`src/rtl/mdu_pkg.sv`:
```
// Shared definitions for the iterative multiply/divide unit.
package mdu_pkg;

  localparam int MDU_WIDTH = 32;
  // One ITER step per operand bit.
  localparam int MDU_ITERS = MDU_WIDTH;

  typedef enum logic [1:0] {
    MDU_MULT  = 2'b00,
    MDU_MULTU = 2'b01,
    MDU_DIV   = 2'b10,
    MDU_DIVU  = 2'b11
  } mdu_op_e;

  typedef enum logic [1:0] {
    ST_IDLE = 2'b00,
    ST_ITER = 2'b01,
    ST_FIX  = 2'b10
  } mdu_state_e;

  function automatic logic op_is_signed(input mdu_op_e o);
    return (o == MDU_MULT) || (o == MDU_DIV);
  endfunction

  function automatic logic op_is_div(input mdu_op_e o);
    return (o == MDU_DIV) || (o == MDU_DIVU);
  endfunction

endpackage

```
`src/rtl/cond_neg.sv`:
```
// Conditional two's-complement negate; passes the value through when neg_i is low.
module cond_neg #(
  parameter int W = 32
) (
  input  logic         neg_i,
  input  logic [W-1:0] a_i,
  output logic [W-1:0] y_o
);

  assign y_o = neg_i ? (~a_i + W'(1)) : a_i;

endmodule

```
`src/rtl/mul_div_unit.sv`:
```
// Iterative 32-bit multiply/divide unit holding the HI/LO registers.
// Multiply is a right-shifting shift-add; divide is restoring division.
// Both run on magnitudes and apply sign fixups in the FIX cycle.
module mul_div_unit
  import mdu_pkg::*;
#(
  parameter int WIDTH = MDU_WIDTH
) (
  input  logic             clk,
  input  logic             reset,
  input  logic             start,
  input  logic [1:0]       op,
  input  logic [WIDTH-1:0] rs_val,
  input  logic [WIDTH-1:0] rt_val,
  input  logic             mthi,
  input  logic             mtlo,
  output logic             busy,
  output logic             done,
  output logic [WIDTH-1:0] hi,
  output logic [WIDTH-1:0] lo
);

  localparam int CW = $clog2(MDU_ITERS);

  mdu_state_e         state_q, state_d;
  mdu_op_e            op_q, op_d;
  logic [WIDTH-1:0]   a_q, a_d;          // multiplicand, or dividend/quotient shifter
  logic [WIDTH-1:0]   b_q, b_d;          // multiplier shifter, or divisor
  logic [WIDTH-1:0]   raw_a_q, raw_a_d;  // unmodified A for the divide-by-zero result
  logic               neg_q_q, neg_q_d;
  logic               neg_r_q, neg_r_d;
  logic               div0_q, div0_d;
  logic [CW-1:0]      cnt_q, cnt_d;
  logic [2*WIDTH-1:0] acc_q, acc_d;      // product, or remainder in the low WIDTH+1 bits
  logic [WIDTH-1:0]   hi_q, hi_d;
  logic [WIDTH-1:0]   lo_q, lo_d;
  logic               done_q, done_d;

  mdu_op_e            op_in;
  logic               in_signed;
  logic [WIDTH-1:0]   a_mag, b_mag;
  logic               cur_signed;
  logic [WIDTH:0]     mul_sum;
  logic [WIDTH:0]     div_shift;
  logic [WIDTH:0]     div_trial;
  logic [2*WIDTH-1:0] prod_fix;
  logic [WIDTH-1:0]   quo_fix, rem_fix;

  assign op_in      = mdu_op_e'(op);
  assign in_signed  = op_is_signed(op_in);
  assign cur_signed = op_is_signed(op_q);

  cond_neg #(.W(WIDTH)) u_mag_a (
    .neg_i (in_signed & rs_val[WIDTH-1]),
    .a_i   (rs_val),
    .y_o   (a_mag)
  );

  cond_neg #(.W(WIDTH)) u_mag_b (
    .neg_i (in_signed & rt_val[WIDTH-1]),
    .a_i   (rt_val),
    .y_o   (b_mag)
  );

  cond_neg #(.W(2*WIDTH)) u_fix_prod (
    .neg_i (cur_signed & neg_q_q),
    .a_i   (acc_q),
    .y_o   (prod_fix)
  );

  cond_neg #(.W(WIDTH)) u_fix_quo (
    .neg_i (cur_signed & neg_q_q),
    .a_i   (a_q),
    .y_o   (quo_fix)
  );

  cond_neg #(.W(WIDTH)) u_fix_rem (
    .neg_i (cur_signed & neg_r_q),
    .a_i   (acc_q[WIDTH-1:0]),
    .y_o   (rem_fix)
  );

  // Shift-add step: add the multiplicand into the upper half, then shift right.
  assign mul_sum   = {1'b0, acc_q[2*WIDTH-1:WIDTH]} + (b_q[0] ? {1'b0, a_q} : '0);
  // Restoring step: bring in the next dividend bit and trial-subtract the divisor.
  assign div_shift = {acc_q[WIDTH-1:0], a_q[WIDTH-1]};
  assign div_trial = div_shift - {1'b0, b_q};

  // Next-state and datapath update for the IDLE/ITER/FIX sequence.
  always_comb begin
    state_d = state_q;
    op_d    = op_q;
    a_d     = a_q;
    b_d     = b_q;
    raw_a_d = raw_a_q;
    neg_q_d = neg_q_q;
    neg_r_d = neg_r_q;
    div0_d  = div0_q;
    cnt_d   = cnt_q;
    acc_d   = acc_q;
    hi_d    = hi_q;
    lo_d    = lo_q;
    done_d  = 1'b0;
    unique case (state_q)
      ST_IDLE: begin
        if (start) begin
          state_d = ST_ITER;
          op_d    = op_in;
          a_d     = a_mag;
          b_d     = b_mag;
          raw_a_d = rs_val;
          neg_q_d = rs_val[WIDTH-1] ^ rt_val[WIDTH-1];
          neg_r_d = rs_val[WIDTH-1];
          div0_d  = (rt_val == '0);
          cnt_d   = '0;
          acc_d   = '0;
        end else begin
          if (mthi) hi_d = rs_val;
          if (mtlo) lo_d = rs_val;
        end
      end
      ST_ITER: begin
        cnt_d = cnt_q + CW'(1);
        if (op_is_div(op_q)) begin
          if (!div_trial[WIDTH]) begin
            acc_d = {{(WIDTH-1){1'b0}}, div_trial};
            a_d   = {a_q[WIDTH-2:0], 1'b1};
          end else begin
            acc_d = {{(WIDTH-1){1'b0}}, div_shift};
            a_d   = {a_q[WIDTH-2:0], 1'b0};
          end
        end else begin
          acc_d = {mul_sum, acc_q[WIDTH-1:1]};
          b_d   = b_q >> 1;
        end
        if (cnt_q == CW'(MDU_ITERS - 1)) state_d = ST_FIX;
      end
      ST_FIX: begin
        state_d = ST_IDLE;
        done_d  = 1'b1;
        if (op_is_div(op_q)) begin
          // Divide by zero overrides any sign fixup.
          if (div0_q) begin
            lo_d = '1;
            hi_d = raw_a_q;
          end else begin
            lo_d = quo_fix;
            hi_d = rem_fix;
          end
        end else begin
          {hi_d, lo_d} = prod_fix;
        end
      end
      default: state_d = ST_IDLE;
    endcase
  end

  // State and datapath registers; reset clears everything, even mid-operation.
  always_ff @(posedge clk or negedge reset) begin
    if (!reset) begin
      state_q <= ST_IDLE;
      op_q    <= MDU_MULT;
      a_q     <= '0;
      b_q     <= '0;
      raw_a_q <= '0;
      neg_q_q <= 1'b0;
      neg_r_q <= 1'b0;
      div0_q  <= 1'b0;
      cnt_q   <= '0;
      acc_q   <= '0;
      hi_q    <= '0;
      lo_q    <= '0;
      done_q  <= 1'b0;
    end else begin
      state_q <= state_d;
      op_q    <= op_d;
      a_q     <= a_d;
      b_q     <= b_d;
      raw_a_q <= raw_a_d;
      neg_q_q <= neg_q_d;
      neg_r_q <= neg_r_d;
      div0_q  <= div0_d;
      cnt_q   <= cnt_d;
      acc_q   <= acc_d;
      hi_q    <= hi_d;
      lo_q    <= lo_d;
      done_q  <= done_d;
    end
  end

  assign busy = (state_q != ST_IDLE);
  assign done = done_q;
  assign hi   = hi_q;
  assign lo   = lo_q;

endmodule

```
`config.mk`:
```
export PLATFORM = sky130hd
export DESIGN_NAME = mul_div_unit
export DESIGN_NICKNAME = d
export VERILOG_FILES = /design/src/rtl/mdu_pkg.sv /design/src/rtl/cond_neg.sv /design/src/rtl/mul_div_unit.sv
export SDC_FILE = /design/constraint.sdc
export NUM_CORES = 1
export LEC_CHECK = 0
export BUFFER_PORTS_ARGS = -buffer_cell sky130_fd_sc_hd__buf_2
export CORE_ASPECT_RATIO = 1.75
export CORE_UTILIZATION = 60
export CTS_CLUSTER_DIAMETER = 60
export DETAILED_ROUTE_END_ITERATION = 16
export PLACE_DENSITY = 0.87
export SETUP_SLACK_MARGIN = 0.02
export SLEW_MARGIN = 5
export SYNTH_ARGS = -nofsm -noshare
export SYNTH_HDL_FRONTEND = slang
export SYNTH_SLANG_ARGS = --single-unit
```
`constraint.sdc`:
```
create_clock -name clk -period 5.1 [get_ports clk]
set_input_delay 0 -clock clk [delete_from_list [all_inputs] [get_ports clk]]
set_output_delay 0 -clock clk [all_outputs]
set_load 0.1 [all_outputs]
```
Word-level counts from Yosys, hierarchy flattened:

Cells that the tools add are included.

* bits in registers: 237
* bits in latches: 0
* bits in writable memories: 0
* memory bits (read-only): 0
* input port bits: 71
* output and inout bits: 66
* word-level logic and storage cells: 94
* memories: 0

* $add $sub $neg: 8
* multiply operators: 0
* div/mod/pow operators: 0
* magnitude comparators: 0
* equality and inequality tests: 13
* shifts and indexed selects: 0
* multiplexer cells: 33
* bitwise operators: 10
* reductions and logical operators: 17

Operators with widths (number)
* $mux W32: 17
* $pmux W32 S2: 4
* $mux W64: 3
* $add A32 B1 Y32 const B: 4
* $not A32 Y32: 4
* $pmux W64 S2: 1
* $add A64 B1 Y64 const B: 1
* $not A64 Y64: 1
* $add A32 B32 Y33: 1
* $mux W33: 1
* $sub A33 B32 Y33: 1
* $logic_not A32 Y1: 1
* $ne A2 B2 Y1 const B: 7
* $reduce_and A3 Y1: 4
* $pmux W5 S2: 1
* $eq A2 B2 Y1 const B: 4
* $logic_not A2 Y1: 3
* $reduce_and A2 Y1: 3
* $reduce_bool A2 Y1: 3
* $add A5 B1 Y5 const B: 1
* $eq A5 B5 Y1 const B: 1
* $mux W5: 1
* $and A1 B1 Y1: 4
* $mux W2: 2
* 5 further kinds: 8

Logic depth before layout (Yosys ltp):

* depth in word-level cells: 7
* mapped depth: 20
* mapped depth without buffers: 19

By module:

A second synthesis with hierarchy kept.

* cells, all modules: 2404
* area, all modules: 19630.1 um^2

By module, submodules not included
* mul_div_unit: instances 1, cells an instance 1802, area each 14873.0 um^2, sequential area each 5905.7 um^2
* cond_neg at u_fix_quo ...: instances 4, cells an instance 99, area each 777.0 um^2, sequential area each 0.0 um^2
* cond_neg at u_fix_prod: instances 1, cells an instance 206, area each 1649.1 um^2, sequential area each 0.0 um^2

Worst setup path before layout:

No wires, ideal clock.

* path type: reg-to-reg
* start: register a_q[31]
* end: register acc_q[22]
* setup time: 0.131 ns
* data arrival time: 3.877 ns
* required time: 4.969 ns
* slack: 1.092 ns
* stages on the path, launching flop included: 19
* path buffers: 2
* period minus slack after synthesis: 4.008 ns
* cells stage by stage: dfrtp_1 > inv_1 > ha_1 > fa_1 > nor2b_1 > o2111ai_1 > a31oi_1 > a2111oi_2 > o22ai_1 > a211oi_1 > a21oi_1 > o21ai_0 > nand2b_1 > ha_1 > clkbuf_1 > clkbuf_1 > o21ai_0 > a221oi_1 > a21oi_1

* cells in the longest elaborated chain, start to end: 4

Ends and longest elaborated chain
* from (decl): line mul_div_unit.sv:27 `logic [WIDTH-1:0] a_q, a_d;`
* from (signal assigned): line mul_div_unit.sv:163 `a_q <= '0;`
* from (signal assigned): line mul_div_unit.sv:177 `a_q <= a_d;`
* $sub A33 B32 Y33: line mul_div_unit.sv:87 `assign div_trial = div_shift - {1'b0, b_q};`
* $mux W33: line mul_div_unit.sv:125 `if (!div_trial[WIDTH]) begin`
* $mux W64: line mul_div_unit.sv:124 `if (op_is_div(op_q)) begin`
* $pmux W64 S2: line mul_div_unit.sv:104 `unique case (state_q)`
* to (signal assigned): line mul_div_unit.sv:170 `acc_q <= '0;`
* to (signal assigned): line mul_div_unit.sv:184 `acc_q <= acc_d;`
* to (decl): line mul_div_unit.sv:34 `logic [2*WIDTH-1:0] acc_q, acc_d;`

No other way between the ends.
A chain may end at the register's enable or synchronous reset.

Worst setup path in the final report:

* start: register a_q[31]
* end: register a_q[0]

* cells in the longest elaborated chain, start to end: 4

Ends and longest elaborated chain (line)
* $sub A33 B32 Y33: mul_div_unit.sv:87
* $mux W1: mul_div_unit.sv:125
* $mux W32: mul_div_unit.sv:124
* $pmux W32 S2: mul_div_unit.sv:104

No other way between the ends. The select of a mux whose other input is x is not followed.

==> summary.md <==
| Metric | Value |
|---|---|
| Pins Over Slew Limit | 0 |
| Sw Pwr | 8.759 mW |
| Setup TNS | 0 ps |
| Max incr delay on CP | 620 ps |
| Total GRT Usage | 39.38% |
| CP top delay family | compound AO/OA/AOI/OAI gates |
| H-tree levels | 1 |
| RSZ-0062 raised after global routing | no |
| Detailed placement HPWL | 43010 µm |
| Ys Warns | 0 |
| Longest Clk Path Bufs | 3 |
| Mapped Avg Cell Area | 7.896 µm² |
| Pre-antenna DRT Iters | 7 |
| Fin. Hold Viols | 0 |
| Layout cells sized above 1 | 10.12% |
| Io pins | 137 |
| Number of port buffers | 136 |
| Clk_lat worst skew | 550 ps |
| Netlist cell types | 91 |
| Combinational share of power | 64.2% |
| Routed WL per cell | 21.99 µm |
| Hold buffer count at CTS | approximately 70 |
| Origin of the critical flop-to-flop path | a_q[31] |
| Critical path cell sequence | inv_1, ha_1, fa_1, nor2b_1, o2111ai_1, a31oi_1, a2111oi_2, o22ai_1, a211oi_1, a21oi_1, o21ai_0, nand2b_1, ha_1, inv_1, nor2_1, a211oi_1, a21oi_1 |
| Filler instances | roughly 2400 |
| Net Count, Synth | 2452 |
| Initial antenna violation count | 2 |
| P per Cell Area | 777.8 nW/µm² |
| Switching share of power | 54.99% |
| Final min period | 4431 ps |
| First-pass GRT wire length | about 96000 µm |
| Crit path buf inv count | 2 |
| Max_slew headroom | approximately 14% |
| Pint | 7.168 mW |
| Synth-to-Final Area Change | 12.43% |
| Required time of the critical path | roughly 5500 ps |
| Largest net degree at the start of global routing | 121 |
| Routed Antenna Nets | 0 |
| DR vias | about 18000 |
| CP Data Arrival Time | 4820 ps |
| Row cnt | 84 |
| Most common cell after layout, fill and taps aside | nand2_1 |
| Post-route cell area | 20480 µm² |
| Peak Freq | 0.2257 GHz |
| Commonest cells after routing, fill and taps aside | nand2_1 (338), o21ai_0 (280), dfrtp_1 (234), a21oi_1 (172), nor2_1 (161) |
| Die H | 232.5 µm |
| Critical path startpoint | a_q[31] |
| DRC violations left | 0 |
| Core area | 29950 µm² |
| DRT iter0 DRCs | 1748 |
| Number of global-route vias before repair | 17990 |
| Diodes inserted | 0 |
| Slew @ Worst Pin | 1285 ps |
| Crit path kind | register to register |
| DIE AREA | 31090 µm² |
| Power share of the clock group | 11.7% |
| DP Worst Slack | 746.8 ps |
| Final setup vio count | 0 |
| Final Cycle Share | 86.87% |
| Worst hold path type | primary input to register |
| Peak VDD IR | 0.5408 mV |
| Drt total wl | 61560 µm |
| Cells after Synth | about 2300 |
| Leak | a little under 9 nW |
| Share of total power in sequential cells | 24.1% |
| Number of vias per cell | 6.578 |
| Clock transition at path regs | 70 ps |
| RD Place Congestion | just under 1 |
| Worst setup margin | 669.4 ps |
| Initial core utilization | 60.81% |
| Final Core Density | 68.37% |
| CP max FO | 4 |
| Post-CTS sizing | 0 |
| EDFF count, synth | 0 |
| Sequential share of the synthesized area | 32.42% |
| WHS | between 10 and 15 ps |
| Multi-input gate area | 11430 µm² |
| CTS tree | yes |
| CP startpoint kind | register |
| Register area | approximately 5900 µm² |
| Worst path slowest cell | a211oi_1 |
| Chip width | 133.7 µm |
| Final Skew | 13.48 ps |
| Postcts setup bufs | 0 |
| Clock Sinks | 236 |
| Fin nets | 2539 |
| Mapped cell area | 18210 µm² |
| Crit end category | register |
| Area of placed instances | between 15000 and 20000 µm² |
| Hold_sp | rt_val[2] |
| Max Cap Viol | 0 |
| Total CTS buffers | 24 |
| Async set or reset register ratio after synthesis | 100.0% |
| Yosys reg bits | between 200 and 250 |
| Grt total ovfl | 0 |
| Synth Flop Type | dfrtp_1 |
| CTS Root Cell | clkbuf_16 |
| Status | completed |
[area by class of cell]
type / count / area share [%]
well taps: 387 / 2.365
repair buffers: 229 / 7.747
multi-input cells: 1833 / 55.83
clock buffers: 35 / 3.434
clock inverters: 9 / 0.4888
flip-flops and latches: 236 / 28.85
inverters: 70 / 1.283
[path summary, 6_finish.rpt]
path                                     to  slack (ps)  cells past startpoint
worst max register to register       a_q[0]         670                     17
worst min register to register  raw_a_q[27]         480                      2
min in group asynchronous          acc_q[1]         150                      2
max in group asynchronous           a_q[18]        3730                      3
worst max-delay path                 a_q[0]         670                     17
worst min-delay path                 b_q[2]          10                      5
[worst reg2reg max path, stage by stage (launching register included)]
cell       delay, ps
dfrtp_1          400
inv_1            130
ha_1             210
fa_1             230
nor2b_1           80
o2111ai_1        260
a31oi_1          240
a2111oi_2        590
o22ai_1          260
a211oi_1         320
a21oi_1          130
o21ai_0          160
nand2b_1          80
ha_1             330
inv_1             90
nor2_1            70
a211oi_1         620
a21oi_1           90
[registers in the layout, indices dropped and copies added, names as in the netlist]
register / cells
acc_q: 64
a_q: 32
b_q: 32
hi: 32
lo: 32
raw_a_q: 32
cnt_q: 5
op_q: 2
state_q: 2
div0_q: 1
done: 1
neg_q_q: 1
[routing by layer]
metal / up-vias / GRT usage [%] / part of all wire (%)
li1: 8386 / - / -
met1: 8681 / 43.95 / 35
met2: 1040 / 66.94 / 48
met3: 300 / 5.643 / 7.7
met4: 4 / 30.97 / 8.4
met5: - / 0 / 0.037
[power by group through the flow]
stage	registers [mW]	logic, mW	clock network [mW]
2_1_floorplan	5.01	6.27	0
3_3_place_gp	3.75	9.73	0
3_5_place_dp	3.81	9.91	0
4_1_cts	3.78	10.0	1.86
5_1_grt	3.92	11.0	1.92
6_report	3.84	10.2	1.86
[through the flow]
step	std cells	power (mW)
finish	2799	15.93
global route	2799	16.84
CTS	2799	15.67
detailed placement	2686	13.72
global placement	2686	13.48
floorplan	2307	11.28
[cell usage after synthesis (all sizes together) (27+ instances only)]
cell,count,share of area (%)
nor2,166,3.5
xnor2,121,5.8
xor2,102,4.9
nand2,339,7.0
inv,69,1.4
nor3,41,1.2
dfrtp,236,32
clkbuf,141,3.0
a21oi,172,4.7
ha,72,4.9
buf,27,0.68
o21ai,298,8.2
and2,39,1.3
o211ai,41,1.7
[cell families (layout without fill, tap and decap cells)]
logic type,Yosys count,in the layout,share of synthesized area [%]
AOI/OAI and AO/OA,757,757,25.83
xor gates and xnor gates,223,223,10.72
adders and majority gates,74,74,5.166
buffers and inverters,238,343,5.090
DFF,236,236,32.42
muxes,23,23,1.264
and+or+nand+nor,756,756,19.50
(Power assumes the default switching activity.)
